<file path="config.mk">
export PLATFORM = sky130hd
export DESIGN_NAME = ts_gen_mlane
export DESIGN_NICKNAME = d
export VERILOG_FILES = /design/src/rtl/ts_gen_mlane.sv
export SDC_FILE = /design/constraint.sdc
export NUM_CORES = 1
export LEC_CHECK = 0
export CAP_MARGIN = 30
export CORE_AREA = 2 2 231 233
export CTS_CLUSTER_SIZE = 40
export DETAILED_ROUTE_END_ITERATION = 10
export DIE_AREA = 0 0 233 235
export GPL_ROUTABILITY_DRIVEN = 1
export SETUP_SLACK_MARGIN = 0.1
export SLEW_MARGIN = 40
export SYNTH_ARGS = -nofsm -noshare
export SYNTH_HDL_FRONTEND = slang
export SYNTH_SLANG_ARGS = --single-unit
</file>
<file path="constraint.sdc">
create_clock -name clk -period 3.2 [get_ports clk]
set_clock_uncertainty 0.05 [all_clocks]
set_input_delay 0.32 -clock clk [delete_from_list [all_inputs] [get_ports clk]]
set_output_delay 0.32 -clock clk [all_outputs]
set_load 0.03 [all_outputs]
</file>
<file path="src/rtl/ts_gen_mlane.sv">
// ts_gen_mlane: multi-lane TS1/TS2 ordered-set generator.
// Drives NUM_LANES lanes in lockstep from a single LTSSM state/substate,
// building 16-symbol training sets with per-lane link/lane fields, lane
// reversal, per-lane enable, stop control and a saturating sent-TS counter.
//
// ts_info encoding used here: [7:4] state, [3:0] substate.
//   state POLL = 4'h1 : ACTIVE = 0, CONFIG = 1, others = 2..F
//   state CFG  = 4'h2 : LW_START = 0, LW_ACC = 1, LN_WAIT = 2,
//                       LN_ACC = 3, COMPLETE = 4, IDLE = 5
// mode: 1 = downstream port (DSP), 0 = upstream port (USP).
module ts_gen_mlane #(
  parameter int          NUM_LANES    = 4,
  parameter int          CNT_W        = 16,
  parameter logic [7:0]  LINK_NUM     = 8'h01,
  parameter logic [5:0]  RATE_SUPPORT = 6'h01,
  parameter int          TGT_POLL_ACT = 1024,
  parameter int          TGT_POLL_CFG = 16,
  parameter int          TGT_CFG_GEN  = 16,
  parameter int          TGT_CFG_C2I  = 16
) (
  input  logic                     clk,
  input  logic                     rst_n,
  input  logic [7:0]               ts_info,
  input  logic                     ts_update,
  output logic                     ts_update_ack,
  input  logic                     ts_stop,
  input  logic                     mode,
  input  logic [NUM_LANES-1:0]     lane_en,
  input  logic                     lane_rev,
  input  logic [7:0]               rcv_link_num,
  input  logic                     rcv_link_num_vld,
  input  logic [8*NUM_LANES-1:0]   rcv_lane_num,
  input  logic [NUM_LANES-1:0]     rcv_lane_num_vld,
  output logic                     tsa_update_ack,
  output logic                     ts_sent_enough,
  output logic [NUM_LANES-1:0]     ts_valid,
  output logic [128*NUM_LANES-1:0] ts,
  input  logic [NUM_LANES-1:0]     ts_tx_fifo_full
);

  localparam logic [3:0] ST_POLL         = 4'h1;
  localparam logic [3:0] ST_CFG          = 4'h2;
  localparam logic [3:0] SUB_POLL_ACTIVE = 4'h0;
  localparam logic [3:0] SUB_POLL_CFG    = 4'h1;
  localparam logic [3:0] SUB_CFG_LW_STA  = 4'h0;
  localparam logic [3:0] SUB_CFG_LW_ACC  = 4'h1;
  localparam logic [3:0] SUB_CFG_LN_WAIT = 4'h2;
  localparam logic [3:0] SUB_CFG_COMPL   = 4'h4;

  localparam logic [7:0] SYM_COM = 8'hBC;
  localparam logic [7:0] SYM_PAD = 8'hF7;
  localparam logic [7:0] SYM_TS1 = 8'h4A;
  localparam logic [7:0] SYM_TS2 = 8'h45;

  typedef enum logic {IDLE, XMIT} state_e;

  state_e                    state_q;
  logic [CNT_W-1:0]          cnt_q, cnt_d;
  logic [CNT_W-1:0]          tgt_q, tgt_d;
  logic [128*NUM_LANES-1:0]  ts_q, ts_d;
  logic [NUM_LANES-1:0]      ts_valid_q;
  logic                      ts_update_ack_q;
  logic                      tsa_update_ack_q;
  logic                      sent_q;

  logic [3:0] st;
  logic [3:0] sub;
  logic       is_dsp;
  logic       tsa_upd;
  logic       host_upd;
  logic       upd_evt;
  logic       stall;

  assign st       = ts_info[7:4];
  assign sub      = ts_info[3:0];
  assign is_dsp   = mode;
  assign tsa_upd  = rcv_link_num_vld | (|rcv_lane_num_vld);
  assign host_upd = ts_update & ~ts_update_ack_q;
  assign upd_evt  = host_upd | tsa_upd;
  assign stall    = |(ts_tx_fifo_full & lane_en);
  assign cnt_d    = (cnt_q == {CNT_W{1'b1}}) ? cnt_q : cnt_q + 1'b1;

  // Reload image: target and per-lane symbols that an update would load.
  always_comb begin
    logic       known;
    logic [7:0] body;
    logic [7:0] s1;
    logic [7:0] s2;
    logic [7:0] ln;
    logic [7:0] usp_s1;
    logic [7:0] usp_s2;
    // NOTE: every variable gets a value before any branch, so no latch can form.
    ts_d   = ts_q;
    tgt_d  = {CNT_W{1'b1}};
    known  = 1'b0;
    body   = SYM_TS1;
    usp_s1 = rcv_link_num_vld ? rcv_link_num : SYM_PAD;
    case (st)
      ST_POLL: begin
        known = 1'b1;
        tgt_d = (sub == SUB_POLL_ACTIVE) ? CNT_W'(TGT_POLL_ACT) : CNT_W'(TGT_POLL_CFG);
        body  = (sub == SUB_POLL_CFG) ? SYM_TS2 : SYM_TS1;
      end
      ST_CFG: begin
        known = 1'b1;
        tgt_d = (sub == SUB_CFG_COMPL) ? CNT_W'(TGT_CFG_C2I) : CNT_W'(TGT_CFG_GEN);
        body  = (sub == SUB_CFG_COMPL) ? SYM_TS2 : SYM_TS1;
      end
      default: ;
    endcase
    for (int i = 0; i < NUM_LANES; i++) begin
      s1     = ts_q[128*i+112 +: 8];
      s2     = ts_q[128*i+104 +: 8];
      ln     = lane_rev ? 8'(NUM_LANES - 1 - i) : 8'(i);
      usp_s2 = rcv_lane_num_vld[i] ? rcv_lane_num[8*i +: 8] : SYM_PAD;
      if (st == ST_POLL) begin
        s1 = SYM_PAD;
        s2 = SYM_PAD;
      end else if (st == ST_CFG) begin
        case (sub)
          SUB_CFG_LW_STA: begin
            s1 = is_dsp ? LINK_NUM : SYM_PAD;
            s2 = SYM_PAD;
          end
          SUB_CFG_LW_ACC: begin
            s1 = is_dsp ? LINK_NUM : usp_s1;
            s2 = is_dsp ? ln : usp_s2;
          end
          SUB_CFG_LN_WAIT: begin
            if (!is_dsp) begin
              s1 = LINK_NUM;
              s2 = usp_s2;
            end
          end
          default: ;
        endcase
      end
      if (!lane_en[i]) begin
        s1 = SYM_PAD;
        s2 = SYM_PAD;
      end
      if (known) begin
        ts_d[128*i +: 128] = {SYM_COM, s1, s2, 8'hFF, {2'b00, RATE_SUPPORT}, 8'h00,
                              {10{body}}};
      end
    end
  end

  // Control FSM with registered beats, acks, counter and symbol store.
  always_ff @(posedge clk or negedge rst_n) begin
    // NOTE: all state here uses non-blocking assignment so every register samples pre-edge values.
    if (!rst_n) begin
      state_q          <= IDLE;
      cnt_q            <= '0;
      tgt_q            <= '0;
      // NOTE: the symbol store is ordinary flops, not a RAM, so it is cleared with the rest.
      ts_q             <= '0;
      ts_valid_q       <= '0;
      ts_update_ack_q  <= 1'b0;
      tsa_update_ack_q <= 1'b0;
      sent_q           <= 1'b0;
    end else if (ts_stop) begin
      state_q          <= IDLE;
      cnt_q            <= '0;
      ts_valid_q       <= '0;
      ts_update_ack_q  <= 1'b0;
      tsa_update_ack_q <= 1'b0;
      sent_q           <= 1'b0;
    end else if (upd_evt) begin
      state_q          <= XMIT;
      ts_q             <= ts_d;
      tgt_q            <= tgt_d;
      cnt_q            <= '0;
      ts_valid_q       <= '0;
      ts_update_ack_q  <= host_upd;
      tsa_update_ack_q <= tsa_upd;
      sent_q           <= 1'b0;
    end else begin
      ts_update_ack_q  <= 1'b0;
      tsa_update_ack_q <= 1'b0;
      if (state_q == XMIT) begin
        if (cnt_q >= tgt_q) sent_q <= 1'b1;
        if (!stall) begin
          ts_valid_q <= lane_en;
          cnt_q      <= cnt_d;
        end else begin
          ts_valid_q <= '0;
        end
      end else begin
        ts_valid_q <= '0;
      end
    end
  end

  assign ts_update_ack  = ts_update_ack_q;
  assign tsa_update_ack = tsa_update_ack_q;
  assign ts_sent_enough = sent_q;
  assign ts_valid       = ts_valid_q;
  assign ts             = ts_q;

endmodule
</file>
Word level (Yosys, flattened, before mapping):

Cells that the tools add are included.

* reductions and logical operators: 15
* equality and inequality tests: 20
* bitwise operators: 6
* add/subtract/negate cells: 1
* muxes and demuxes: 68
* order comparisons: 1

Operators by type and width (count)
* $mux 8: 34
* $pmux 8 s3: 5
* $mux 16: 5
* $pmux 16 s2: 1
* $mux 4: 6
* $reduce_and 6->1: 4
* $ne 5x1->1 const B: 4
* $add 16x1->16 const B: 1
* $eq 16x16->1 const B: 1
* $ge 16x16->1: 1
* $ne 4x4->1 const B: 4
* $ne 3x1->1 const B: 4
* $mux 1: 11
* $mux 11: 1
* $eq 4x1->1 const B: 2
* $eq 4x2->1 const B: 2
* $mux 2: 4
* $pmux 4 s2: 1
* $reduce_or 4->1: 2
* $ne 3x3->1 const B: 2
* $reduce_and 3->1: 2
* $reduce_bool 3->1: 2
* $and 4x4->4: 1
* $eq 4x3->1 const B: 1
* other kinds (7): 10

* bits in registers: 467
* logic and storage cells: 123
* output and inout bits: 519

Logic depth before layout (Yosys ltp):

* depth after elaboration: 6
* gate-level depth with buffers: 7
* gate-level depth less buffers: 7

Worst setup path before layout:

No wires, ideal clock.

* kind: register -> output
* start: reg, netlist name ts[462]
* end: out ts[100]
* data arrival time: 2.295 ns
* required time: 2.830 ns
* slack: 0.535 ns
* buffers on the path: 1
* cell stages (with the launch flop): 2
* path through: dfrtp_1 > buf_4

RTL lines
* end, declared: RTL line 37 `output logic [128*NUM_LANES-1:0] ts,`

==> impl_metrics.yaml <==
clocking:
  cts_sinks: 94
  clock_path_buffers: 2
  numCtsBuffers: 9
  cts_root_buf: "clkbuf_16"
  htree_levels: 3
  cts_resized: 0
  cts_tree: "built"
  cts_setup_buffers: 0
  cts-hold-fix-buffers: 0
  clk_pin_slew_ns: 0.08
  clk-insertion-delay-late_ns: 0.35
grt:
  grt_use_met3: 0.0256
  overflow: 0
  use_met2: 0.138
  grt_pass1_wl_mm: 33.5
  busiest_layer: "met2"
  met1_usage: 0.0926
  grt_usage: 0.0789
  grt_pass1_vias: 5300
  grt_max_degree: 97
  antenna_found_initial: 2
die:
  dieArea_um2: 54800
  die_w_um: 233
  initial_core_util: 0.156
  ios: 586
  rows: 84
  core-area_um2: 52200
  die_h_um: 235
yosys:
  synthFlopType: "dfrtp_1"
  synthCells: 936
  synth_top_family_by_area: "buffers and inverters"
  synthAdderAreaFrac: 0.0261
  synth_mux_area_frac: 0.0137
  avgSynthCellArea_um2: 8.72
  synth_simple_gate_area_frac: 0.123
  ys_ff_latch: 94
  synth_edf_count: 0
  synth_top_area_share: 0.410
  async_flop_share: 1.00
  syn_area_um2: 8160
  synth_top_cell_by_area: "buf_4"
  synth_area_leaders: "buf_4, dfrtp_1, nor2_1"
  synth_compound_area_frac: 0.106
  ys_warn_count: 0
  synth-xor-area-share: 0.0150
  ys_seq_area_frac: 0.288
  synthDistinctLibCells: 60
pwr:
  p_seq_frac: 0.254
  p_sw_mw: 2.81
  ir_worst_vdd_mv: 0.274
  p_leak_nw: 4.46
  p_int_mw: 3.18
  combPwrFrac: 0.564
  clock_power_share: 0.182
  netSwitchingFraction: 0.470
  powerDensity_nw_per_um2: 555
place:
  gp_congestion: 0.837
  placed_cells: 1768
  port_buffers: 393
  dpl.hpwl_mm: 19.0
timing:
  rsz0062_at_grt: "no"
  hold_viol: 32
  fin_crit_ns: 2.59
  hold-worst-slack_ns: -0.0321
  slew_headroom: 0.486
  fmax_ghz: 0.385
  period_share: 0.811
  setup_violations: 0
  tns_ns: 0
  slew_violations: 0
  worst_slew_pin_slew_ns: 0.771
route:
  dr.pass1.iters: 7
  vias: 5903
  wirelength_mm: 23.8
  drc_errors: 0
  avgViaCountPerCell: 3.31
  ant_nets: 0
  post_drt_wl_per_cell_um: 13.3
  detail_route.iter0.violations: 244
cells_and_area:
  nets: 1175
  drive_gt1_frac: 0.0620
  stdcell_count: 1784
  diodes: 0
  syn_to_final_growth_pct: 32.2
  layout_common_cells: "clkdlybuf4s50_1, conb_1, dfrtp_1"
  final_util: 0.206
  fillCellCount: 5693
  mostFrequentLayoutCell: "clkdlybuf4s50_1"
worst_setup_path:
  crit_type: "reg -> out"
  required_ns: 2.83
  critPathLaunchType: "register"
  path_max_fanout: 96
  critical_path.startpoint: "ts[462]$_DFFE_PN0P_"
  cp.arrival_ns: 2.22
  end_kind: "output port"
  r2r_start: "ts_update_ack$_DFF_PN0_"
  rrSetupSlack_ns: 0.98
run_status:
  violations: "negative hold slack"
  status: "finished with violations"
run:
  maxCapViolCount: 0
hold_path:
  hold_class: "in -> async"
[metrics by stage]
step	power [mW]	instance area [um2]	setup WS, ns
finish	5.99	10800	0.605
global route	6.25	10800	0.486
CTS	6.06	10800	0.577
detailed placement	4.94	10500	0.326
global placement	4.92	10500	0.377
floorplan	4.23	8870	0.535
[sequential cells by signal, indices dropped and copies added (netlist names)]
name,flops
tsa_update_ack,1
ts_sent_enough,1
ts,67
tgt_q,3
ts_valid,4
cnt_q,16
state_q,1
ts_update_ack,1
[synthesized netlist by cell type (all sizes together), types with 3 or more instances]
master / n
inv: 12
nor2: 67
nor4: 12
o21a: 4
mux2: 8
and3: 9
a2111oi: 3
a41o: 3
a22o: 3
nand3: 11
and4: 6
nor3: 4
or2: 3
or4: 3
o21ai: 29
a21o: 3
and2: 5
buf: 450
nand4: 10
xnor2: 13
nand2b: 17
a31oi: 15
a2bb2oi: 7
a21oi: 39
ha: 17
nand2: 20
dfrtp: 94
clkbuf: 16
nor2b: 15
o211ai: 5
o22a: 9
[metal layers]
metal	up-vias	wire, um
met3	18	1990
met4	2	284
met1	2823	9520
met2	271	12000
li1	2789	-
met5	-	10
[final cells by class]
type	count	area, um2	area share
Inverter	13	48.8	0.00452
Multi-Input combinational cell	554	3070	0.284
Timing Repair Buffer	419	4150	0.385
Clock inverter	7	75.1	0.00696
Sequential cell	94	2360	0.218
Tap cell	688	861	0.0798
Clock buffer	9	225	0.0209
[critical path, cell delays in order, from the launching register on]
cell             delay (ns)
dfrtp_2                0.40
buf_4                  0.61
clkdlybuf4s50_1        0.81
[cell families after synthesis]
family	count (synthesis)
adder cells (fa/ha/maj)	17
AND/OR/NAND/NOR	190
flip-flops	94
buffers and inverters	479
multiplexers	9
other	1
XOR/XNOR	14
AO/OA/AOI/OAI	132
[worst paths after layout]
check,end,depth (start not counted)
worst min-delay path,ts[108]$_DFFE_PN0P_,1
worst max-delay path,ts[380],2
min in group clk,ts[111]$_DFFE_PN0P_,2
worst max register to register,ts[368]$_DFFE_PN0P_,6
max in group asynchronous,ts_valid[0]$_DFF_PN0_,2
worst min register to register,ts[111]$_DFFE_PN0P_,2
[power groups by stage]
stage,registers [mW],logic (mW),clock network (mW)
after global routing,1.55,3.52,1.18
after global placement,1.54,3.38,0
after floorplan,1.96,2.27,0
after detailed placement,1.54,3.40,0
final,1.52,3.38,1.09
after CTS,1.53,3.41,1.12
(Power assumes the default switching activity.)
